<file path="config.mk">
export PLATFORM = sky130hd
export DESIGN_NAME = target_lut_writer
export DESIGN_NICKNAME = d
export VERILOG_FILES = /design/src/rtl/target_lut_pkg.sv /design/src/rtl/lut_byte_parser.sv /design/src/rtl/target_lut_writer.sv
export SDC_FILE = /design/constraint.sdc
export NUM_CORES = 1
export LEC_CHECK = 0
export ABC_CLOCK_PERIOD_IN_PS = 2500
export BUFFER_PORTS_ARGS = -buffer_cell sky130_fd_sc_hd__buf_2
export CAP_MARGIN = 20
export CORE_ASPECT_RATIO = 1.4
export CORE_MARGIN = 8
export CORE_UTILIZATION = 50
export DETAILED_ROUTE_END_ITERATION = 16
export GPL_TIMING_DRIVEN = 0
export PLACE_DENSITY_LB_ADDON = 0.12
export SLEW_MARGIN = 30
export SYNTH_ARGS = -nofsm -noshare
export SYNTH_HDL_FRONTEND = slang
export SYNTH_HIERARCHICAL = 1
export SYNTH_SLANG_ARGS = --single-unit
</file>
<file path="constraint.sdc">
create_clock -name Clk -period 2.5 [get_ports Clk]
set_clock_uncertainty 0.2 [all_clocks]
set_input_delay 0.25 -clock Clk [delete_from_list [all_inputs] [get_ports Clk]]
set_output_delay 0.25 -clock Clk [all_outputs]
set_load 0.05 [all_outputs]
</file>
<file path="src/rtl/target_lut_pkg.sv">
// Shared types and sizing for the programmable branch-target table and its boot-time loader.
package target_lut_pkg;
    localparam int ENTRIES  = 32;
    localparam int TW       = 10;
    localparam int IW       = $clog2(ENTRIES);
    localparam int MAX_WR   = 32;
    localparam int CW       = 6;
    localparam int END_FLAG = 7;

    typedef enum logic [2:0] {IDLE, GET_HI, GET_LO, WRITE, DONE} lut_ld_state_t;

    typedef struct packed {
        logic [IW-1:0] idx;
        logic [TW-1:0] tgt;
    } lut_entry_t;
endpackage

</file>
<file path="src/rtl/lut_byte_parser.sv">
// Loader FSM: assembles HI/LO byte pairs into table writes and tracks session count and error.
module lut_byte_parser
    import target_lut_pkg::*;
(
    input  logic          clk,
    input  logic          rst_n,
    input  logic          start,
    input  logic [7:0]    in_data,
    input  logic          in_valid,
    output logic          in_ready,
    output logic          wr_en,
    output logic [IW-1:0] wr_idx,
    output logic [TW-1:0] wr_tgt,
    output logic          load_done,
    output logic          err,
    output logic [CW-1:0] wr_count
);
    lut_ld_state_t state_q, state_d;
    lut_entry_t    ent_q, ent_d;
    logic [CW-1:0] cnt_q, cnt_d, cnt_inc;
    logic          err_q, err_d;

    always_comb begin
        state_d = state_q;
        ent_d   = ent_q;
        cnt_d   = cnt_q;
        err_d   = err_q;
        wr_en   = 1'b0;
        cnt_inc = (cnt_q == CW'(MAX_WR)) ? cnt_q : cnt_q + CW'(1);
        case (state_q)
            GET_HI: if (in_valid) begin
                if (in_data[END_FLAG]) begin
                    state_d = DONE;
                end else begin
                    ent_d.idx           = in_data[2 +: IW];
                    ent_d.tgt[TW-1:8]   = in_data[TW-9:0];
                    state_d             = GET_LO;
                end
            end
            GET_LO: if (in_valid) begin
                ent_d.tgt[7:0] = in_data;
                state_d        = WRITE;
            end
            WRITE: begin
                wr_en = 1'b1;
                cnt_d = cnt_inc;
                if (cnt_inc == CW'(MAX_WR)) begin
                    err_d   = 1'b1;
                    state_d = DONE;
                end else begin
                    state_d = GET_HI;
                end
            end
            IDLE, DONE: ;
            default: state_d = IDLE;
        endcase
        // A restart wins over everything, including a write pending this cycle.
        if (start) begin
            state_d = GET_HI;
            cnt_d   = '0;
            err_d   = 1'b0;
            wr_en   = 1'b0;
        end
    end

    always_ff @(posedge clk or negedge rst_n) begin
        if (!rst_n) begin
            state_q <= IDLE;
            ent_q   <= '0;
            cnt_q   <= '0;
            err_q   <= 1'b0;
        end else begin
            state_q <= state_d;
            ent_q   <= ent_d;
            cnt_q   <= cnt_d;
            err_q   <= err_d;
        end
    end

    // Bytes offered together with start are not accepted, so none is silently lost.
    assign in_ready  = ((state_q == GET_HI) || (state_q == GET_LO)) && !start;
    assign wr_idx    = ent_q.idx;
    assign wr_tgt    = ent_q.tgt;
    assign load_done = (state_q == DONE);
    assign err       = err_q;
    assign wr_count  = cnt_q;
endmodule

</file>
<file path="src/rtl/target_lut_writer.sv">
// Branch-target table filled from a byte stream; fetch reads it combinationally by index.
module target_lut_writer
    import target_lut_pkg::*;
(
    input  logic          Clk,
    input  logic          Reset_n,
    input  logic          start,
    input  logic [7:0]    in_data,
    input  logic          in_valid,
    output logic          in_ready,
    input  logic [IW-1:0] addr,
    output logic [TW-1:0] Target,
    output logic          load_done,
    output logic          err,
    output logic [CW-1:0] wr_count
);
    logic [ENTRIES-1:0][TW-1:0] table_q, table_d;
    logic [ENTRIES-1:0]         valid_q, valid_d;
    logic                       wr_en;
    logic [IW-1:0]              wr_idx;
    logic [TW-1:0]              wr_tgt;

    lut_byte_parser u_parser (
        .clk       (Clk),
        .rst_n     (Reset_n),
        .start     (start),
        .in_data   (in_data),
        .in_valid  (in_valid),
        .in_ready  (in_ready),
        .wr_en     (wr_en),
        .wr_idx    (wr_idx),
        .wr_tgt    (wr_tgt),
        .load_done (load_done),
        .err       (err),
        .wr_count  (wr_count)
    );

    always_comb begin
        table_d = table_q;
        valid_d = valid_q;
        if (start) begin
            table_d = '0;
            valid_d = '0;
        end else if (wr_en) begin
            table_d[wr_idx] = wr_tgt;
            valid_d[wr_idx] = 1'b1;
        end
    end

    always_ff @(posedge Clk or negedge Reset_n) begin
        if (!Reset_n) begin
            table_q <= '0;
            valid_q <= '0;
        end else begin
            table_q <= table_d;
            valid_q <= valid_d;
        end
    end

    // Registered table: a write shows up on Target the cycle after WRITE.
    assign Target = valid_q[addr] ? table_q[addr] : '0;
endmodule

</file>
==> qor.yml, run 1 <==
placement:
  placed_area_um2: 19400
  dp_hpwl_um: 45100
  dp.cells: 2405
  gp_congestion: 0.980
  numPortBuffers: 32
clock_tree:
  clock_sinks: 377
  htreeDepth: 2
  cts.clk_slew.worst_paths_ns: 0.06
  clockBufferDepth: 3
  cts_tree: "done"
  root_buffer: "clkbuf_16"
  cts_made_buffers: 39
  clk_latency_ns: 0.54
timing:
  max_slew_margin: 0.284
  fin_ws_ns: -0.444
  period_minus_slack_ns: 2.94
  tightest_slew_ns: 1.07
  fin_tns_setup_ns: -3.95
  finalSetupViolations: 10
  final_hold_viol_count: 0
  period_share: 1.18
  drv_slew: 0
  grt_setup_unrepaired: "true"
  fmax_mhz: 340
floorplan:
  row_count: 83
  die_w_um: 179
  die_h_um: 244
  num_io_pins: 36
  initial_core_util: 0.506
  design.core.area_um2: 36700
  die-area_um2: 43600
worst_setup_path:
  worstPathArrival_ns: 2.49
  crit_chain: "mux4_2, o211ai_2, nand4_4, o211a_1, buf_6"
  crit_buf_inv: 1
  slowest_delay_ns: 0.52
  setup.worst_path.class: "reg2out"
  critPathLaunchType: "register"
  end_kind: "output port"
  worst-path-max-fanout: 5
  cp.depth: 5
  required_ns: 2.05
  critPathTopFamily: "compound AO/OA/AOI/OAI gates"
  reg2reg_depth: 6
  critPathSlowestCell: "mux4_2"
logic_synthesis:
  synth_cells: 1901
  netlist_area_um2: 18500
  synth.yosys.seq_area_share: 0.509
  synth.top_cell.area_share: 0.509
  ys_top_cells_by_count: "nand2_1, dfrtp_1, a21oi_1, mux2i_1, nor2_1"
  synth-edff-count: 0
  post-synth-top-count-cell: "nand2_1"
  yosysUniqueCellTypes: 59
  synth_area_per_cell_um2: 9.76
  ys.flop_type: "dfrtp_1"
  synth-async-reset-ratio: 1.00
  synth_area_leaders: "dfrtp_1, mux2i_1, nand2_1"
  synth-seq-cells: 377
  synth_top_area_cell: "dfrtp_1"
  yosysWarnings: 6
  synthesis.nets: 1920
power:
  p_total_mw: 14.2
  p_leak_nw: 8.81
  peakVddDrop_mv: 0.486
  cellPowerDensity_nw_per_um2: 671
finish:
  syn_to_final_growth_pct: 14.5
  drive_gt1_frac: 0.141
  design_area_um2: 21200
  num_antenna_cells: 0
  stdcell_count: 2489
  fin_nets: 2016
global_route:
  grt_pass1_wl_um: 95700
  grt_start_max_net_pins: 86
  grt_pass1_vias: 15081
  overflow: 0
  antenna_found_initial: 0
  grt_util_all_layers: 0.295
run_status:
  status: "finished with violations"
  violations: "negative setup slack"
detailed_routing:
  num_vias: 15505
  drtIter0Drc: 1774
  dr.pass1.iters: 6
  routed_wl_um: 64900
  vias_per_cell: 6.23
  post_drt_wl_per_cell_um: 26.1
  drc: 0
  ant_nets: 0
hold_path:
  hold_class: "in2async"
job:
  cap_violations: 0
layer usage:
metal  vias up  routed length, µm  track usage
met3       200               4780       0.0488
met4         2               4580        0.181
met5         -                 51      0.00951
met2       750              30500        0.465
li1       6796                  -            -
met1      7757              24900        0.374
through the flow:
step                       util  hold slack [ns]  setup WS (ns)
final                     0.579           0.0255         -0.444
after detailed placement  0.530          -0.0107         -0.941
after CTS                 0.576           0.0441         -0.411
after global placement    0.526            0.277          -6.46
after global routing      0.579           0.0693         -0.425
after floorplan               -           -0.246          0.167
report_power, final:
group	switching [mW]	internal (mW)	total, mW
sequential	0.154	6.18	6.33
clock	2.42	3.34	5.76
combinational	1.70	0.450	2.15
path summary, 6_finish.rpt:
check                              startpoint                    to  slack [ns]
min in group Clk                        start  u_parser/wr_count[1]        0.12
max in group asynchronous             Reset_n          table_q[246]        0.81
setup / recovery                   valid_q[4]             Target[6]       -0.44
setup reg to reg           u_parser/wr_idx[2]           table_q[63]        0.10
hold reg to reg                    valid_q[7]            valid_q[7]        0.30
hold / removal                        Reset_n          table_q[154]        0.03
cell usage in the layout (no fill, tap or decap), types with 41 or more instances in the layout:
| cell | instances |
|---|---|
| mux4_2 | 46 |
| a21oi_1 | 266 |
| clkbuf_16 | 41 |
| dfrtp_1 | 377 |
| nand3_1 | 134 |
| nand2_1 | 395 |
| nor2_1 | 138 |
| clkbuf_1 | 110 |
| mux2i_1 | 157 |
| buf_2 | 46 |
repair_timing:
| item | CTS | global route |
|---|---|---|
| buffers inserted | 1 | 3 |
| gates resized for setup | 90 | 35 |
| gates cloned | 1 | 2 |
| pin swaps | 10 | 9 |
| endpoints found under the hold margin | 217 | 0 |
| setup endpoints to repair | 353 | 283 |
| hold buffers | 12 | 0 |
worst register-to-register path, cell delays in order (launching register included):
cell,delay [ns]
dfrtp_1,0.41
clkbuf_1,0.44
and2_1,0.24
clkbuf_1,0.33
clkbuf_1,0.40
nand3_1,0.14
a21oi_1,0.17
cells by family (layout without fill, tap and decap cells):
group                      Yosys count  in the layout  synth area share
DFF                                377            377             0.509
and+or+nand+nor                    740            741             0.169
adders and majority gates            2              2           0.00135
buffers and inverters              185            305            0.0462
xor gates and xnor gates             2              2          0.000945
muxes                              220            220             0.151
AOI/OAI and AO/OA                  375            375             0.123
state kept, by name, summed over array words and instances, names as in the netlist:
signal	flops
table_q	320
u_parser/err	1
u_parser/state_q	3
u_parser/wr_count	6
u_parser/wr_idx	5
u_parser/wr_tgt	10
valid_q	32
final cells by class:
cell class | count | area [µm²]
fill | 3233 | 15400
sequential | 377 | 9430
multi-input combinational | 1340 | 8510
clock inverter | 3 | 40.0
buffer | 174 | 902
timing repair buffer | 55 | 536
tap | 467 | 584
inverter | 10 | 37.5
clock buffer | 63 | 1190
Power figures use the tool's default switching activity.
==> run 2: changes to the inputs <==
--- a/config.mk
+++ b/config.mk
@@ -9,7 +9,6 @@
 export BUFFER_PORTS_ARGS = -buffer_cell sky130_fd_sc_hd__buf_2
 export CAP_MARGIN = 20
 export CORE_ASPECT_RATIO = 1.4
-export CORE_MARGIN = 8
 export CORE_UTILIZATION = 50
 export DETAILED_ROUTE_END_ITERATION = 16
 export GPL_TIMING_DRIVEN = 0
==> run 2 against run 1 <==
  * Sequential share of layout area down 0.41 points
  * Via count grew 0.26%
  * Maximum frequency grew 1.7%
  * Cell count grew 0.40%
  * Clock-buffer cell count is 9 lower
  * Routed wire length is 0.92% higher
  * Register-to-register slack worse by 0.05 ns
  * Critical path depth is 3 higher
  * Clock power up 5.7%
  * Core utilization is 0.55 points higher
  * Die area shrank 13%
  * The flow still finishes with violations (negative setup slack)
==> qor.yml, run 2 (synthesized netlist as in run 1, its figures left out) <==
run_status:
  status: "finished with violations"  # unchanged
  violations: "negative setup slack"  # unchanged
timing:
  drv_slew: 0  # unchanged
  tightest_slew_ns: 1.08  # was 1.07 ns
  period_share: 1.16  # was 1.18
  fmax_mhz: 346  # was 340 MHz
  period_minus_slack_ns: 2.89  # was 2.94 ns
  final_hold_viol_count: 0  # unchanged
  max_slew_margin: 0.279  # was 0.284
  fin_ws_ns: -0.394  # was -0.444 ns
  fin_tns_setup_ns: -3.50  # was -3.95 ns
  grt_setup_unrepaired: "true"  # unchanged
  finalSetupViolations: 10  # unchanged
worst_setup_path:
  worstPathArrival_ns: 2.44  # was 2.49 ns
  rrSetupSlack_ns: 0.05  # was 0.10 ns
  required_ns: 2.05  # about the same
  critPathLaunchType: "input port"  # was register
  end_kind: "output port"  # unchanged
  setup.worst_path.class: "in2out"  # was reg2out
  worst-path-max-fanout: 10  # was 5
detailed_routing:
  ant_nets: 0  # unchanged
  drc: 0  # unchanged
  post_drt_wl_per_cell_um: 26.2  # was 26.1 µm
  vias_per_cell: 6.22  # was 6.23
  drtIter0Drc: 1527  # was 1774
  dr.pass1.iters: 6  # unchanged
  routed_wl_um: 65500  # was 64900 µm
  num_vias: 15546  # was 15505
global_route:
  grt_util_all_layers: 0.356  # was 0.295
  overflow: 0  # unchanged
  grt_pass1_vias: 15349  # was 15081
  antenna_found_initial: 0  # unchanged
  grt_pass1_wl_um: 97600  # was 95700 µm
  grt_start_max_net_pins: 88  # was 86
power:
  peakVddDrop_mv: 0.500  # was 0.486 mV
  p_total_mw: 14.6  # was 14.2 mW
  p_leak_nw: 8.93  # was 8.81 nW
  cellPowerDensity_nw_per_um2: 681  # was 671 nW/µm²
finish:
  num_antenna_cells: 0  # unchanged
  fin_util: 0.585  # was 0.579
  syn_to_final_growth_pct: 15.6  # was 14.5%
  nFillCells: 3209  # was 3233
  fin_nets: 2022  # was 2016
  top_register: "table_q"  # unchanged
  final_cell_mix: "nand2_1, dfrtp_1, a21oi_1"  # unchanged
  drive_gt1_frac: 0.156  # was 0.141
  multi_input_area_um2: 8540  # was 8510 µm²
  seq_area_um2: 9440  # was 9430 µm²
  largest_reg_flops: 320  # unchanged
  layout_commonest_cell: "nand2_1"  # unchanged
floorplan:
  row_count: 83  # unchanged
  initial_core_util: 0.506  # unchanged
  die_h_um: 230  # was 244 µm
  die-area_um2: 37900  # was 43600 µm²
  die_w_um: 165  # was 179 µm
  design.core.area_um2: 36700  # unchanged
  num_io_pins: 36  # unchanged
clock_tree:
  clock_sinks: 377  # unchanged
  clk_latency_ns: 0.56  # was 0.54 ns
  cts.clk_slew.worst_paths_ns: 0.06  # about the same
  root_buffer: "clkbuf_16"  # unchanged
  cts_tree: "done"  # unchanged
  cts_made_buffers: 38  # was 39
  htreeDepth: 2  # unchanged
  clockBufferDepth: 3  # unchanged
placement:
  dp_hpwl_um: 44900  # was 45100 µm
  gp_congestion: 0.977  # was 0.980
  dp_slack_ns: -1.06  # was -0.941 ns
  numPortBuffers: 32  # unchanged
job:
  cap_violations: 0  # unchanged
hold_path:
  hold_class: "in2async"  # unchanged
## run 2: worst max-delay path, stage by stage
cell	delay, ns
clkbuf_4	0.21
buf_4	0.23
nor2b_1	0.14
clkbuf_2	0.26
a221oi_1	0.63
o32a_1	0.33
o211a_1	0.21
buf_6	0.17
## run 2: per-stage QoR
| step | instance area [µm²] | hold slack, ns | std cells |
|---|---|---|---|
| after global routing | 21400 | 0.0527 | 2499 |
| after detailed placement | 19400 | -0.0861 | 2405 |
| after CTS | 21300 | 0.0350 | 2492 |
| final | 21400 | 0.0344 | 2499 |
| after floorplan | 18500 | -0.246 | 1901 |
| after global placement | 19300 | 0.273 | 2400 |
## run 2: cell type report
type / count / area share
timing repair buffer: 62 / 0.0280
inverter: 10 / 0.00175
sequential: 377 / 0.440
multi-input combinational: 1340 / 0.398
clock inverter: 15 / 0.00829
buffer: 174 / 0.0437
tap: 467 / 0.0273
clock buffer: 54 / 0.0525
## run 2: power by group
part	switching (mW)	leakage (nW)	total (mW)	internal [mW]
combinational	1.73	3.05	2.19	0.460
sequential	0.152	5.23	6.33	6.18
clock	2.53	0.646	6.09	3.56
## run 2: final timing paths
path | from | end | depth (start not counted)
max in group asynchronous | Reset_n | u_parser/state_q[2] | 6
hold / removal | Reset_n | table_q[226] | 3
setup / recovery | addr[1] | Target[8] | 8
setup reg to reg | u_parser/state_q[2] | table_q[248] | 8
min in group Clk | start | u_parser/wr_count[5] | 3
hold reg to reg | valid_q[21] | valid_q[21] | 2
## run 2: what timing repair did
item / 4_1_cts / 5_1_grt
hold buffers: 12 / 0
gates cloned: 2 / 2
pin swaps: 10 / 9
endpoints found under the setup margin: 354 / 245
hold endpoints to repair: 108 / 0
resized for setup: 116 / 40
buffers inserted: 4 / 6
## run 2: metal layers
metal | global-route usage | share of wire | wire, µm
met4 | 0.243 | 0.078 | 5130
met2 | 0.544 | 0.47 | 30500
met3 | 0.0597 | 0.073 | 4750
met5 | 0 | 0 | 0
met1 | 0.461 | 0.38 | 25100
==> run 3: changes to the inputs <==
--- a/config.mk
+++ b/config.mk
@@ -6,7 +6,7 @@
 export NUM_CORES = 1
 export LEC_CHECK = 0
 export ABC_CLOCK_PERIOD_IN_PS = 2500
-export BUFFER_PORTS_ARGS = -buffer_cell sky130_fd_sc_hd__buf_2
+export BUFFER_PORTS_ARGS = -buffer_cell sky130_fd_sc_hd__clkbuf_2
 export CAP_MARGIN = 20
 export CORE_ASPECT_RATIO = 1.4
 export CORE_UTILIZATION = 50
==> run 3 against run 2 <==
  * The flow finishes with violations (negative hold slack, negative setup slack)
  * Clock-buffer cell count up 1
  * Via count is essentially flat
  * Cell count down 0.28%
  * Cell area shrank 0.33%
  * Critical path depth did not move
  * Maximum frequency down 1.2%
  * Global-route usage decreased by 0.21 points
  * Non-clock buffer count is 4 lower
  * Power down 1.3%
  * Hold slack got worse by 0.044 ns
  * Sequential power about the same
  * Core utilization down 0.19 points
  * Critical path type unchanged
==> qor.yml, run 3 (synthesized netlist as in run 1, its figures left out) <==
finish:
  design_area_um2: 21400  # about the same
  drive_gt1_frac: 0.148  # was 0.156
  layout_commonest_cell: "nand2_1"  # unchanged
  final_cell_mix: "nand2_1, dfrtp_1, a21oi_1"  # unchanged
  syn_to_final_growth_pct: 15.2  # was 15.6%
  top_register: "table_q"  # unchanged
  stdcell_count: 2492  # was 2499
  largest_reg_flops: 320  # unchanged
  fin_nets: 2018  # was 2022
  num_antenna_cells: 0  # unchanged
  fin_util: 0.583  # was 0.585
floorplan:
  initial_core_util: 0.506  # unchanged
  num_io_pins: 36  # unchanged
  die_w_um: 165  # unchanged
  design.core.area_um2: 36700  # unchanged
  die-area_um2: 37900  # unchanged
  row_count: 83  # unchanged
  die_h_um: 230  # unchanged
power:
  p_sw_frac: 0.302  # about the same
  cellPowerDensity_nw_per_um2: 675  # was 681 nW/µm²
  peakVddDrop_mv: 0.633  # was 0.500 mV
  p_leak_nw: 8.86  # was 8.93 nW
  power.switching_mw: 4.35  # was 4.41 mW
  p_total_mw: 14.4  # was 14.6 mW
  seqPwrFrac: 0.438  # was 0.433
  combPwrFrac: 0.151  # was 0.150
  power.share.clock: 0.411  # was 0.417
  internal_power_mw: 10.1  # was 10.2 mW
clock_tree:
  clockBufferDepth: 3  # unchanged
  root_buffer: "clkbuf_16"  # unchanged
  htreeDepth: 2  # unchanged
  clock_sinks: 377  # unchanged
  cts_tree: "done"  # unchanged
  cts.clk_slew.worst_paths_ns: 0.06  # about the same
  clk_latency_ns: 0.55  # was 0.56 ns
  cts_made_buffers: 38  # unchanged
placement:
  numPortBuffers: 32  # unchanged
  dp.cells: 2405  # unchanged
  placed_area_um2: 19400  # about the same
  gp_congestion: 0.973  # was 0.977
  dp_slack_ns: -1.04  # was -1.06 ns
  dp_hpwl_um: 45100  # was 44900 µm
timing:
  whs_ns: -0.00927  # was 0.0344 ns
  period_minus_slack_ns: 2.93  # was 2.89 ns
  fin_ws_ns: -0.429  # was -0.394 ns
  drv_slew: 0  # unchanged
  max_slew_margin: 0.330  # was 0.279
  fmax_mhz: 341  # was 346 MHz
  tightest_slew_ns: 1.00  # was 1.08 ns
  grt_setup_unrepaired: "true"  # unchanged
  final_hold_viol_count: 4  # was 0
  finalSetupViolations: 10  # unchanged
  period_share: 1.17  # was 1.16
  fin_tns_setup_ns: -3.66  # was -3.50 ns
detailed_routing:
  vias_per_cell: 6.24  # was 6.22
  drc: 0  # unchanged
  num_vias: 15540  # was 15546
  dr.pass1.iters: 5  # was 6
  post_drt_wl_per_cell_um: 26.3  # was 26.2 µm
  routed_wl_um: 65600  # was 65500 µm
  ant_nets: 0  # unchanged
  drtIter0Drc: 1521  # was 1527
worst_setup_path:
  worst-path-max-fanout: 10  # unchanged
  critPathLaunchType: "input port"  # unchanged
  worstPathArrival_ns: 2.48  # was 2.44 ns
  setup.worst_path.class: "in2out"  # unchanged
  required_ns: 2.05  # about the same
  end_kind: "output port"  # unchanged
run_status:
  status: "finished with violations"  # unchanged
  violations: "negative hold slack, negative setup slack"  # was negative setup slack
global_route:
  grt_start_max_net_pins: 82  # was 88
  grt_util_all_layers: 0.354  # was 0.356
  grt_pass1_vias: 15530  # was 15349
  overflow: 0  # unchanged
  antenna_found_initial: 0  # unchanged
  grt_pass1_wl_um: 97600  # about the same
hold_path:
  hold_class: "in2async"  # unchanged
job:
  cap_violations: 0  # unchanged
## run 3: changes by cell type in the layout (fill, tap and decap cells not counted), sizes merged
cell           change
buf               -30
clkinvlp           +1
clkbuf            +27
clkinv             -6
inv                +1
clkdlybuf4s15      -1
dlygate4sd3        +1
## run 3: final timing paths
kind,end,cells after the start,start,slack [ns]
worst max-delay path,Target[4],8,addr[0],-0.43
worst min-delay path,table_q[136],2,Reset_n,-0.009
worst max register to register,table_q[121],7,u_parser/state_q[2],0.05
worst min register to register,valid_q[5],2,valid_q[5],0.30
max in group asynchronous,u_parser/wr_count[3],5,Reset_n,0.72
min in group Clk,u_parser/wr_count[5],3,start,0.08
## run 3: what timing repair did
item | in CTS | in global routing
pin swaps | 8 | 6
resized for setup | 93 | 58
endpoints found under the setup margin | 354 | 240
gates cloned | 1 | 2
hold buffers | 12 | 0
endpoints found under the hold margin | 99 | 0
buffers inserted | 2 | 5
## run 3: critical path, cell delays in order
cell and delay (ns):
buf_6 0.17, buf_4 0.31, buf_4 0.31, mux2i_1 0.16, a221oi_2 0.51, o32a_1 0.32, o211a_1 0.25, buf_8 0.17
## run 3: final cells by class
cell class	instances	area, µm²
Buffer	174	911
Clock buffer	55	1090
Clock inverter	11	168
Fill cell	3212	15300
Inverter	10	37.5
Multi-Input combinational cell	1340	8550
Sequential cell	377	9430
Tap cell	467	584
Timing Repair Buffer	58	588
## run 3: power by group through the flow
stage	combinational (mW)	clock [mW]	sequential [mW]
after detailed placement	2.02	0	6.42
after CTS	2.09	5.97	6.31
final	2.18	5.92	6.32
after global routing	2.23	6.17	6.32
after global placement	1.98	0	6.43
after floorplan	1.03	0	6.36
## run 3: layer usage
metal | vias to the layer above | global-route usage | routed length, µm
met5 | - | 0 | 0
met4 | 0 | 0.227 | 4610
met3 | 196 | 0.0658 | 5120
met2 | 749 | 0.556 | 31100
met1 | 7801 | 0.447 | 24800
li1 | 6794 | - | -
